$ cat src/rtl/board_render_ctrl_pkg.sv
// Shared constants and types for the Tetris board display path.
package tetris_disp_pkg;

  localparam int unsigned BOARD_COLS = 10;
  localparam int unsigned BOARD_ROWS = 20;
  localparam int unsigned CELL_W     = 6;
  localparam int unsigned CELL_H     = 6;

  localparam logic [2:0] COL_BLACK = 3'b000;
  localparam logic [2:0] COL_BLUE  = 3'b001;

  typedef enum logic [1:0] {
    IDLE,
    EVAL,
    PLOT,
    FINISH
  } render_state_t;

  typedef logic [7:0] pix_x_t;
  typedef logic [6:0] pix_y_t;

endpackage

$ cat src/rtl/board_render_ctrl_if.sv
// Board-in / plot-out bundle between the game core and the render controller.
interface board_render_ctrl_if #(
  parameter int unsigned N_CELLS = tetris_disp_pkg::BOARD_COLS * tetris_disp_pkg::BOARD_ROWS
);
  logic [N_CELLS-1:0]      board;
  logic                    start;
  logic                    full_redraw;
  tetris_disp_pkg::pix_x_t x;
  tetris_disp_pkg::pix_y_t y;
  logic [2:0]              colour;
  logic                    plot;
  logic                    busy;
  logic                    done;

  // Game side: supplies the board and requests redraws.
  modport master (
    output board, start, full_redraw,
    input  x, y, colour, plot, busy, done
  );

  // Render controller side.
  modport slave (
    input  board, start, full_redraw,
    output x, y, colour, plot, busy, done
  );
endinterface

$ cat src/rtl/board_render_ctrl_cell_pixel_counter.sv
// Walks the CELL_W x CELL_H pixels of one cell, dx fastest, and flags row end / last pixel.
module cell_pixel_counter #(
  parameter int unsigned CELL_W = 6,
  parameter int unsigned CELL_H = 6
) (
  input  logic clk_i,
  input  logic rst_ni,
  input  logic clr_i,
  input  logic en_i,
  output logic row_end_o,
  output logic last_o
);

  localparam int unsigned DXW = $clog2(CELL_W + 1);
  localparam int unsigned DYW = $clog2(CELL_H + 1);
  localparam logic [DXW-1:0] DX_MAX = DXW'(CELL_W - 1);
  localparam logic [DYW-1:0] DY_MAX = DYW'(CELL_H - 1);

  logic [DXW-1:0] dx_q, dx_d;
  logic [DYW-1:0] dy_q, dy_d;

  assign row_end_o = (dx_q == DX_MAX);
  assign last_o    = row_end_o && (dy_q == DY_MAX);

  // Next pixel position; both counters wrap to zero after the last pixel.
  always_comb begin
    dx_d = dx_q;
    dy_d = dy_q;
    if (clr_i) begin
      dx_d = '0;
      dy_d = '0;
    end else if (en_i) begin
      if (row_end_o) begin
        dx_d = '0;
        dy_d = last_o ? '0 : dy_q + 1'b1;
      end else begin
        dx_d = dx_q + 1'b1;
      end
    end
  end

  // Counter registers.
  always_ff @(posedge clk_i) begin
    if (!rst_ni) begin
      dx_q <= '0;
      dy_q <= '0;
    end else begin
      dx_q <= dx_d;
      dy_q <= dy_d;
    end
  end

endmodule

$ cat src/rtl/board_render_ctrl.sv
// Incremental redraw sequencer: snapshots the board, skips cells already drawn in their
// current state and emits one framebuffer pixel write per clock for each changed cell.
module board_render_ctrl
  import tetris_disp_pkg::*;
#(
  parameter int unsigned COLS      = BOARD_COLS,
  parameter int unsigned ROWS      = BOARD_ROWS,
  parameter int unsigned CELL_W    = tetris_disp_pkg::CELL_W,
  parameter int unsigned CELL_H    = tetris_disp_pkg::CELL_H,
  parameter int unsigned ORIGIN_X  = 0,
  parameter int unsigned ORIGIN_Y  = 0,
  parameter logic [2:0]  FG_COLOUR = COL_BLUE,
  parameter logic [2:0]  BG_COLOUR = COL_BLACK
) (
  input logic                CLOCK_50,
  input logic                resetn,
  board_render_ctrl_if.slave bus
);

  localparam int unsigned N_CELLS = COLS * ROWS;
  localparam int unsigned CELL_IW = (N_CELLS > 1) ? $clog2(N_CELLS) : 1;
  localparam int unsigned COL_IW  = (COLS > 1) ? $clog2(COLS) : 1;
  localparam int unsigned ROW_IW  = (ROWS > 1) ? $clog2(ROWS + 1) : 1;
  localparam logic [CELL_IW-1:0] LAST_CELL = CELL_IW'(N_CELLS - 1);
  localparam logic [COL_IW-1:0]  LAST_COL  = COL_IW'(COLS - 1);
  localparam pix_x_t ORG_X  = pix_x_t'(ORIGIN_X);
  localparam pix_y_t ORG_Y  = pix_y_t'(ORIGIN_Y);
  localparam pix_x_t STEP_X = pix_x_t'(CELL_W);
  localparam pix_y_t STEP_Y = pix_y_t'(CELL_H);

  render_state_t state_q, state_d;

  logic [N_CELLS-1:0] snap_q, drawn_q;
  logic               full_q, full_d;
  logic               pending_q, pending_full_q, force_full_q;
  logic [CELL_IW-1:0] cell_q;
  logic [COL_IW-1:0]  col_q;
  logic [ROW_IW-1:0]  row_q;
  pix_x_t             base_x_q, x_q;
  pix_y_t             base_y_q, y_q;
  logic [2:0]         colour_q;
  logic               plot_q, busy_q, done_q;

  logic launch, advance, dirty, last_cell, pix_row_end, pix_last;

  assign dirty     = (snap_q[cell_q] != drawn_q[cell_q]) || full_q;
  assign last_cell = (cell_q == LAST_CELL);

  cell_pixel_counter #(
    .CELL_W (CELL_W),
    .CELL_H (CELL_H)
  ) u_pix_cnt (
    .clk_i     (CLOCK_50),
    .rst_ni    (resetn),
    .clr_i     (state_q != PLOT),
    .en_i      (state_q == PLOT),
    .row_end_o (pix_row_end),
    .last_o    (pix_last)
  );

  // Next state, pass launch (fresh start or collapsed pending request) and cell advance.
  always_comb begin
    state_d = state_q;
    launch  = 1'b0;
    advance = 1'b0;
    full_d  = 1'b0;
    unique case (state_q)
      IDLE: begin
        if (bus.start) begin
          launch  = 1'b1;
          full_d  = bus.full_redraw | force_full_q;
          state_d = EVAL;
        end
      end
      EVAL: begin
        if (dirty) begin
          state_d = PLOT;
        end else begin
          advance = 1'b1;
          state_d = last_cell ? FINISH : EVAL;
        end
      end
      PLOT: begin
        if (pix_last) begin
          advance = 1'b1;
          state_d = last_cell ? FINISH : EVAL;
        end
      end
      FINISH: begin
        // A start arriving in this very cycle is treated like a pending one.
        if (pending_q || bus.start) begin
          launch  = 1'b1;
          full_d  = pending_full_q | (bus.start & bus.full_redraw);
          state_d = EVAL;
        end else begin
          state_d = IDLE;
        end
      end
      default: state_d = IDLE;
    endcase
  end

  // Control state, cell walk and registered pixel outputs.
  always_ff @(posedge CLOCK_50) begin
    if (!resetn) begin
      state_q        <= IDLE;
      full_q         <= 1'b0;
      pending_q      <= 1'b0;
      pending_full_q <= 1'b0;
      force_full_q   <= 1'b1;
      cell_q         <= '0;
      col_q          <= '0;
      row_q          <= '0;
      base_x_q       <= ORG_X;
      base_y_q       <= ORG_Y;
      x_q            <= '0;
      y_q            <= '0;
      colour_q       <= BG_COLOUR;
      plot_q         <= 1'b0;
      busy_q         <= 1'b0;
      done_q         <= 1'b0;
    end else begin
      state_q <= state_d;
      plot_q  <= (state_d == PLOT);
      busy_q  <= (state_d != IDLE);
      done_q  <= (state_d == FINISH);

      if (state_q == FINISH) begin
        force_full_q   <= 1'b0;
        pending_q      <= 1'b0;
        pending_full_q <= 1'b0;
      end else if (bus.start && state_q != IDLE) begin
        pending_q      <= 1'b1;
        pending_full_q <= pending_full_q | bus.full_redraw;
      end

      if (launch) begin
        full_q   <= full_d;
        cell_q   <= '0;
        col_q    <= '0;
        row_q    <= '0;
        base_x_q <= ORG_X;
        base_y_q <= ORG_Y;
      end else if (advance) begin
        cell_q <= cell_q + 1'b1;
        if (col_q == LAST_COL) begin
          col_q    <= '0;
          row_q    <= row_q + 1'b1;
          base_x_q <= ORG_X;
          base_y_q <= base_y_q + STEP_Y;
        end else begin
          col_q    <= col_q + 1'b1;
          base_x_q <= base_x_q + STEP_X;
        end
      end

      // x/y are loaded with the pixel about to be shown, so they move with plot.
      if (state_q == EVAL && state_d == PLOT) begin
        x_q      <= base_x_q;
        y_q      <= base_y_q;
        colour_q <= snap_q[cell_q] ? FG_COLOUR : BG_COLOUR;
      end else if (state_q == PLOT && !pix_last) begin
        if (pix_row_end) begin
          x_q <= base_x_q;
          y_q <= y_q + 1'b1;
        end else begin
          x_q <= x_q + 1'b1;
        end
      end
    end
  end

  // Board snapshot and drawn-state shadow; contents are meaningless until a pass completes.
  always_ff @(posedge CLOCK_50) begin
    if (launch) begin
      snap_q <= bus.board;
    end
    if (state_q == PLOT && pix_last) begin
      drawn_q[cell_q] <= snap_q[cell_q];
    end
  end

  assign bus.x      = x_q;
  assign bus.y      = y_q;
  assign bus.colour = colour_q;
  assign bus.plot   = plot_q;
  assign bus.busy   = busy_q;
  assign bus.done   = done_q;

endmodule

$ cat src/flat_wrapper.sv
// flat-port wrapper written by rule: the top's interface ports become plain ports
module board_render_ctrl_flat import tetris_disp_pkg::*;
#(
  parameter int unsigned COLS      = BOARD_COLS,
  parameter int unsigned ROWS      = BOARD_ROWS,
  parameter int unsigned CELL_W    = tetris_disp_pkg::CELL_W,
  parameter int unsigned CELL_H    = tetris_disp_pkg::CELL_H,
  parameter int unsigned ORIGIN_X  = 0,
  parameter int unsigned ORIGIN_Y  = 0,
  parameter logic [2:0]  FG_COLOUR = COL_BLUE,
  parameter logic [2:0]  BG_COLOUR = COL_BLACK
)
  (CLOCK_50, resetn, bus_board, bus_start, bus_full_redraw, bus_x, bus_y, bus_colour, bus_plot, bus_busy, bus_done);
  board_render_ctrl_if bus_i ();
  input logic CLOCK_50;
  input logic resetn;
  input wire logic [$bits(bus_i.board)-1:0] bus_board;
  input wire logic [$bits(bus_i.start)-1:0] bus_start;
  input wire logic [$bits(bus_i.full_redraw)-1:0] bus_full_redraw;
  output wire logic [$bits(bus_i.x)-1:0] bus_x;
  output wire logic [$bits(bus_i.y)-1:0] bus_y;
  output wire logic [$bits(bus_i.colour)-1:0] bus_colour;
  output wire logic [$bits(bus_i.plot)-1:0] bus_plot;
  output wire logic [$bits(bus_i.busy)-1:0] bus_busy;
  output wire logic [$bits(bus_i.done)-1:0] bus_done;
  assign bus_i.board = bus_board;
  assign bus_i.start = bus_start;
  assign bus_i.full_redraw = bus_full_redraw;
  assign bus_x = bus_i.x;
  assign bus_y = bus_i.y;
  assign bus_colour = bus_i.colour;
  assign bus_plot = bus_i.plot;
  assign bus_busy = bus_i.busy;
  assign bus_done = bus_i.done;
  board_render_ctrl #(.COLS(COLS), .ROWS(ROWS), .CELL_W(CELL_W), .CELL_H(CELL_H), .ORIGIN_X(ORIGIN_X), .ORIGIN_Y(ORIGIN_Y), .FG_COLOUR(FG_COLOUR), .BG_COLOUR(BG_COLOUR)) u_core (.CLOCK_50(CLOCK_50), .resetn(resetn), .bus(bus_i));
endmodule
$ cat config.mk
export PLATFORM = sky130hd
export DESIGN_NAME = board_render_ctrl_flat
export DESIGN_NICKNAME = d
export VERILOG_FILES = /design/src/rtl/board_render_ctrl_pkg.sv /design/src/rtl/board_render_ctrl_if.sv /design/src/rtl/board_render_ctrl_cell_pixel_counter.sv /design/src/rtl/board_render_ctrl.sv /design/src/flat_wrapper.sv
export SDC_FILE = /design/constraint.sdc
export NUM_CORES = 1
export LEC_CHECK = 0
export BUFFER_PORTS_ARGS = -buffer_cell sky130_fd_sc_hd__buf_2
export CAP_MARGIN = 10
export CELL_PAD_IN_SITES_DETAIL_PLACEMENT = 1
export CELL_PAD_IN_SITES_GLOBAL_PLACEMENT = 2
export CORE_UTILIZATION = 45
export DETAILED_ROUTE_END_ITERATION = 8
export PLACE_DENSITY_LB_ADDON = 0.1
export SETUP_SLACK_MARGIN = 0.02
export SLEW_MARGIN = 20
export SYNTH_ARGS = -nofsm -noshare
export SYNTH_HDL_FRONTEND = slang
export SYNTH_SLANG_ARGS = --single-unit
$ cat constraint.sdc
create_clock -name CLOCK_50 -period 23.6 [get_ports CLOCK_50]
set_input_delay 2.36 -clock CLOCK_50 [delete_from_list [all_inputs] [get_ports CLOCK_50]]
set_output_delay 2.36 -clock CLOCK_50 [all_outputs]
set_load 0.02 [all_outputs]
Word level (Yosys, flattened, before mapping). Cells that the tools add are included.

Bits in registers: 460. Output and inout bits: 21. Input port bits: 204.

$lt $le $gt $ge: 2. Bitwise operators: 5. Reduce and logical (&&, ||, !) cells: 20. Add/sub/neg operators: 8. Equal/unequal tests: 11. Mux-type cells: 33.

Operators with widths (count): $bwmux 200 (1); $mux 8 (4); $mux 7 (3); $add 8x1->8 const B (2); $bmux 1 s8 (2); $mux 1 (11); $lt 8x9->1 const B (1); $add 8x3->8 const B (1); $demux 1 s8 (1); $eq 2x2->1 const B (4); $eq 8x8->1 const B (1); $ge 8x1->1 const B (1); $mux 2 (4); $pmux 2 s4 (1); $reduce_bool 2->1 (4); $add 7x1->7 const B (1); $add 7x3->7 const B (1); $add 3x1->3 const B (2); $eq 3x3->1 const B (2); $logic_and 1x1->1 (6); $mux 3 (2); $pmux 1 s2 (3); $reduce_and 2->1 (3); $reduce_or 2->1 (3); 12 further kinds (15).

Depth between registers and ports, before layout.
Word-level depth: 10. Gate-level depth with buffers: 18. Mapped depth without buffers: 12.

Cells and area by module. Synthesis repeated with hierarchy kept, for this count alone.

Cells, all modules: 1376. Area total of the unflattened synthesis: 19751.4 um^2.

By module, submodules not included: board_render_ctrl (instances 1, cells an instance 1344, area each 19444.9 um^2, sequential area each 13012.5 um^2); cell_pixel_counter (instances 1, cells an instance 32, area each 306.5 um^2, sequential area each 120.1 um^2).

Least setup slack after synthesis. OpenSTA, ideal clock, no wires.

Kind: input to register. Start point: in bus_start. End point: reg u_core.base_x_q[3]. Arrival time: 13.385 ns. Cell stages on the path: 5. Required time: 23.468 ns. Path slack: 10.084 ns. Path through: nand2_1 > a21oi_1 > nand2b_1 > clkbuf_1 > nor3_1.

Word-level cells in the longest chain between the ends: 4. Elaborated cells on any way between the ends: 5.

Ends and longest elaborated chain: start: declaration (line flat_wrapper.sv:18) `input wire logic [$bits(bus_i.start)-1:0] bus_start;`; $logic_or 1x1->1 (line board_render_ctrl.sv:91) `if (pending_q || bus.start) begin`; $mux 1 (line board_render_ctrl.sv:91); $pmux 1 s2 (*) (line board_render_ctrl.sv:67) `unique case (state_q)`; net u_core.launch (line board_render_ctrl.sv:44) `logic launch, advance, dirty, last_cell, pix_row_end, pix_last;`; $reduce_or 2->1 (no source line) (*); end signal: assignment (line board_render_ctrl.sv:153) `base_x_q <= base_x_q + STEP_X;`; end: declaration (line board_render_ctrl.sv:39) `pix_x_t base_x_q, x_q;`.

The timed path passes the listed nets; every way through them passes the cells marked *. A chain may end at the register's enable or synchronous reset.

Final worst setup path.
Start point: reg u_core.cell_q[1]. End point: reg u_core.x_q[7] (netlist: u_core.bus.x[7]).

Word-level cells in the longest chain between the ends: 9. Elaborated cells on any way between the ends: 15.

Ends and longest elaborated chain: start: declaration (line board_render_ctrl.sv:36) `logic [CELL_IW-1:0] cell_q;`; start signal: assignment (line board_render_ctrl.sv:145) `cell_q <= cell_q + 1'b1;`; $bmux 1 s8 (line board_render_ctrl.sv:46) `assign dirty = (snap_q[cell_q] != drawn_q[cell_q]) || full_q;`; $mux 1 (implied by the code) (line board_render_ctrl.sv:46); $ne 1x1->1 (line board_render_ctrl.sv:46); $logic_or 1x1->1 (line board_render_ctrl.sv:46); $mux 2 (line board_render_ctrl.sv:76) `if (dirty) begin`; $pmux 2 s4 (*) (line board_render_ctrl.sv:67); $eq 2x2->1 (*) (line board_render_ctrl.sv:158) `if (state_q == EVAL && state_d == PLOT) begin`; $logic_and 1x1->1 (*) (line board_render_ctrl.sv:158); $mux 8 / $reduce_bool 2->1 (equally long branches); end signal: assignment (line board_render_ctrl.sv:159) `x_q <= base_x_q;`; end signal: assignment (line board_render_ctrl.sv:164) `x_q <= base_x_q;`; end signal: assignment (line board_render_ctrl.sv:167) `x_q <= x_q + 1'b1;`; end: declaration (line board_render_ctrl.sv:39).

Every way passes the cells marked *; elsewhere a longest branch is shown, timed or not. The select of a mux whose other input is x is not followed.

==> impl_metrics.ini <==
[run_status]
status = finished clean

[floorplanning]
rows = 75
core_area_mm2 = 0.0424
die_y_um = 210
die_w_um = 210
fp.dieArea_mm2 = 0.0443
pin_count = 225
start_util_pct = 46.1

[power]
swShare_pct = 26.4
power.internal_mw = 1.70
leakagePower_nw = 7.38
p_comb_share_pct = 15.4
clkPwrFrac_pct = 35.0
power.ir.vdd_worst_mv = 0.0664
p_seq_share_pct = 49.6
cellPowerDensity_mw_per_mm2 = 101
power_switching_mw = 0.609

[place]
gp_congestion = 0.800
io_buffers = 222
hpwl_um = 33000
dp_slack_ns = 17.77

[finish]
utilization_pct = 53.6
area_delta_synth_final_pct = 16.4
fillCellCount = 4220
seqCellArea_mm2 = 0.0131
multiInputGateArea_mm2 = 0.00587
nNetsFinal = 1781
layout-drive-gt1-share_pct = 24.5

[run]
drv_cap = 0

[worst_setup_path]
critical_path.cell_chain = buf_12 > mux2i_1 > a22oi_1 > a21oi_1 > o41ai_2 > nand2_1 > o41ai_4 > buf_4 > xnor2_2 > o31ai_2 > or2_1 > o311ai_0 > o211a_1
critPathTopFamily = compound AO/OA/AOI/OAI gates
cp.buffers_inverters = 2
cp_data_arrival_time_ns = 6.30
critPathMaxStageDelay_ns = 0.75
path_max_fanout = 122
start_kind = flip-flop
worstSetupPathType = reg2reg
endpoint_kind = flip-flop
cp.required_ns = 24.07
slowest_stage = buf_4

[clocking]
cts_max_path_buffers = 3
cts.clk_slew.worst_paths_ns = 0.06
postCtsSetupRepairBufs = 0
htreeDepth = 2
clock-root-buffer = clkbuf_16
clkLatencyLatePin_ns = 0.59
cts_resized = 0
hold_buffers = 0
cts-buffers-inserted = 50
clock-sinks = 456
cts_tree = done

[global_routing]
grt_max_degree = 123
overflow = 0
grt_pass1_vias = 13000
grt.total_usage_pct = 23.0
grt_pass1_wl_um = 76200
antenna_found_initial = 1

[detailed_routing]
ant_nets = 0
drtPass1Iterations = 7
routedWlPerCell_um = 23.2
drtIter0Drc = 858
drc = 0
totalWireLength_um = 50600
drt-vias-per-instance = 5.55
vias = 12100

[logic_synthesis]
synth_cell_types = 65
synth_seq_area_share_pct = 67.2
synth-edff-count = 400
ys_seq_elements = 456
synthCells = 1352
yosys_warnings = 0
syn_area_per_cell_um2 = 14.5
ys_async_sr_fraction_pct = 0
synth_flop_cell = edfxtp_1
syn_area_mm2 = 0.0195

[timing]
drv_slew = 0
clock_skew_ns = 0.0266
slew_headroom_pct = 26.9
rsz0062_at_grt = false
setup_viol = 0
hold_viol_final = 0
min_period_over_period_pct = 24.7
max_freq_mhz = 172
tightest_slew_ns = 1.10
finalCriticalPeriod_ns = 5.83
finalSetupTns_ns = 0
setup_ws_ns = 17.77

[hold_path]
hp-class = reg2reg
-- power groups by stage --
stage	registers [mW]	clock network, mW	logic [mW]
floorplan	1.23	0	0.238
global placement	1.16	0	0.349
detailed placement	1.16	0	0.360
CTS	1.15	0.826	0.361
global route	1.16	0.855	0.388
finish	1.15	0.807	0.356
-- path summary, 6_finish.rpt --
path	start	cells past startpoint	slack, ns	to
max	u_core.cell_q[1]$_SDFFE_PP0P_	13	17.77	u_core.bus.x[7]$_SDFFE_PN0P_
min	u_core.u_pix_cnt.dx_q[0]$_SDFFE_PP0P_	1	0.47	u_core.u_pix_cnt.dx_q[0]$_SDFFE_PP0P_
max reg2reg	u_core.cell_q[1]$_SDFFE_PP0P_	13	17.77	u_core.bus.x[7]$_SDFFE_PN0P_
min reg2reg	u_core.u_pix_cnt.dx_q[0]$_SDFFE_PP0P_	1	0.47	u_core.u_pix_cnt.dx_q[0]$_SDFFE_PP0P_
-- per-layer routing --
layer  track usage, %  vias up  part of all wire, %
met5                0        -                0.026
met4             7.30        2                  2.3
met3             3.99       72                  4.9
met2             40.0      318                   51
met1             29.2     6194                   42
li1                 -     5531                    -
-- metrics by stage --
stage	power, mW	hold WS (ns)	std cells	area [um^2]
floorplan	1.46	0.434	1353	19600
global placement	1.51	0.447	2088	21100
detailed placement	1.52	0.463	2088	21100
CTS	2.34	0.476	2181	22700
global route	2.40	0.485	2181	22700
finish	2.31	0.469	2182	22700
-- synth_stat cells, types with 11 or more instances --
cell type / n / area, um^2
mux4_2: 58 / 1310
mux2i_1: 107 / 1070
nor3_1: 12 / 60.1
nor2_1: 252 / 946
nand3_1: 38 / 190
dfxtp_1: 56 / 1120
a22oi_1: 28 / 210
a21oi_1: 40 / 200
clkbuf_1: 40 / 150
o21ai_0: 28 / 140
buf_4: 12 / 90.1
nor2b_1: 15 / 93.8
a22o_1: 11 / 96.3
inv_1: 16 / 60.1
ha_1: 14 / 175
edfxtp_1: 400 / 12000
nand2_1: 65 / 244
-- state kept, by name, indices dropped and copies added (netlist names), 2 cells and up --
signal / count
u_core.base_y_q: 6
u_core.bus.x: 8
u_core.cell_q: 8
u_core.bus.y: 7
u_core.snap_q: 200
u_core.state_q: 2
u_core.drawn_q: 200
u_core.base_x_q: 7
u_core.col_q: 4
u_core.u_pix_cnt.dx_q: 3
u_core.u_pix_cnt.dy_q: 3
-- kinds of logic after synthesis --
| logic type | Yosys count | share of synthesized area [%] |
|---|---|---|
| compound gates | 166 | 6.05 |
| xor+xnor | 17 | 0.800 |
| fa+ha+maj | 14 | 0.896 |
| buf+inv | 99 | 2.93 |
| flops | 456 | 67.2 |
| mux | 171 | 12.7 |
| other cells | 1 | 0.0192 |
| simple gates | 428 | 9.46 |
-- layout by cell type (no fill, tap or decap), drive strengths merged, types with 10 or more instances in the layout --
master / Yosys / final
edfxtp: 400 / 400
nor2: 252 / 252
buf: 39 / 240
mux2i: 107 / 107
nand2: 65 / 65
clkbuf: 43 / 62
mux4: 60 / 60
dfxtp: 56 / 56
a21oi: 40 / 40
nand3: 38 / 38
a22oi: 28 / 28
o21ai: 28 / 28
clkinv: 0 / 20
inv: 17 / 19
nor2b: 15 / 15
ha: 14 / 14
nor3: 13 / 13
a22o: 11 / 11
a221oi: 11 / 11
a211oi: 10 / 10
-- layout make-up --
cell class / count / share of cell area, %
multi-input cells: 798 / 25.8
flip-flops and latches: 456 / 57.8
well taps: 577 / 3.17
repair buffers: 240 / 5.53
inverters: 17 / 0.281
clock inverters: 31 / 1.69
clock buffers: 62 / 5.74
diodes: 1 / 0.0110
-- worst reg2reg max path, cell delays in order, from the launching register on --
cell      delay, ns
dfxtp_4        0.73
buf_12         0.59
mux2i_1        0.47
a22oi_1        0.23
a21oi_1        0.12
o41ai_2        0.39
nand2_1        0.17
o41ai_4        0.29
buf_4          0.75
xnor2_2        0.37
o31ai_2        0.42
or2_1          0.71
o311ai_0       0.29
o211a_1        0.19
No activity file was read; power rests on OpenSTA's default activity.
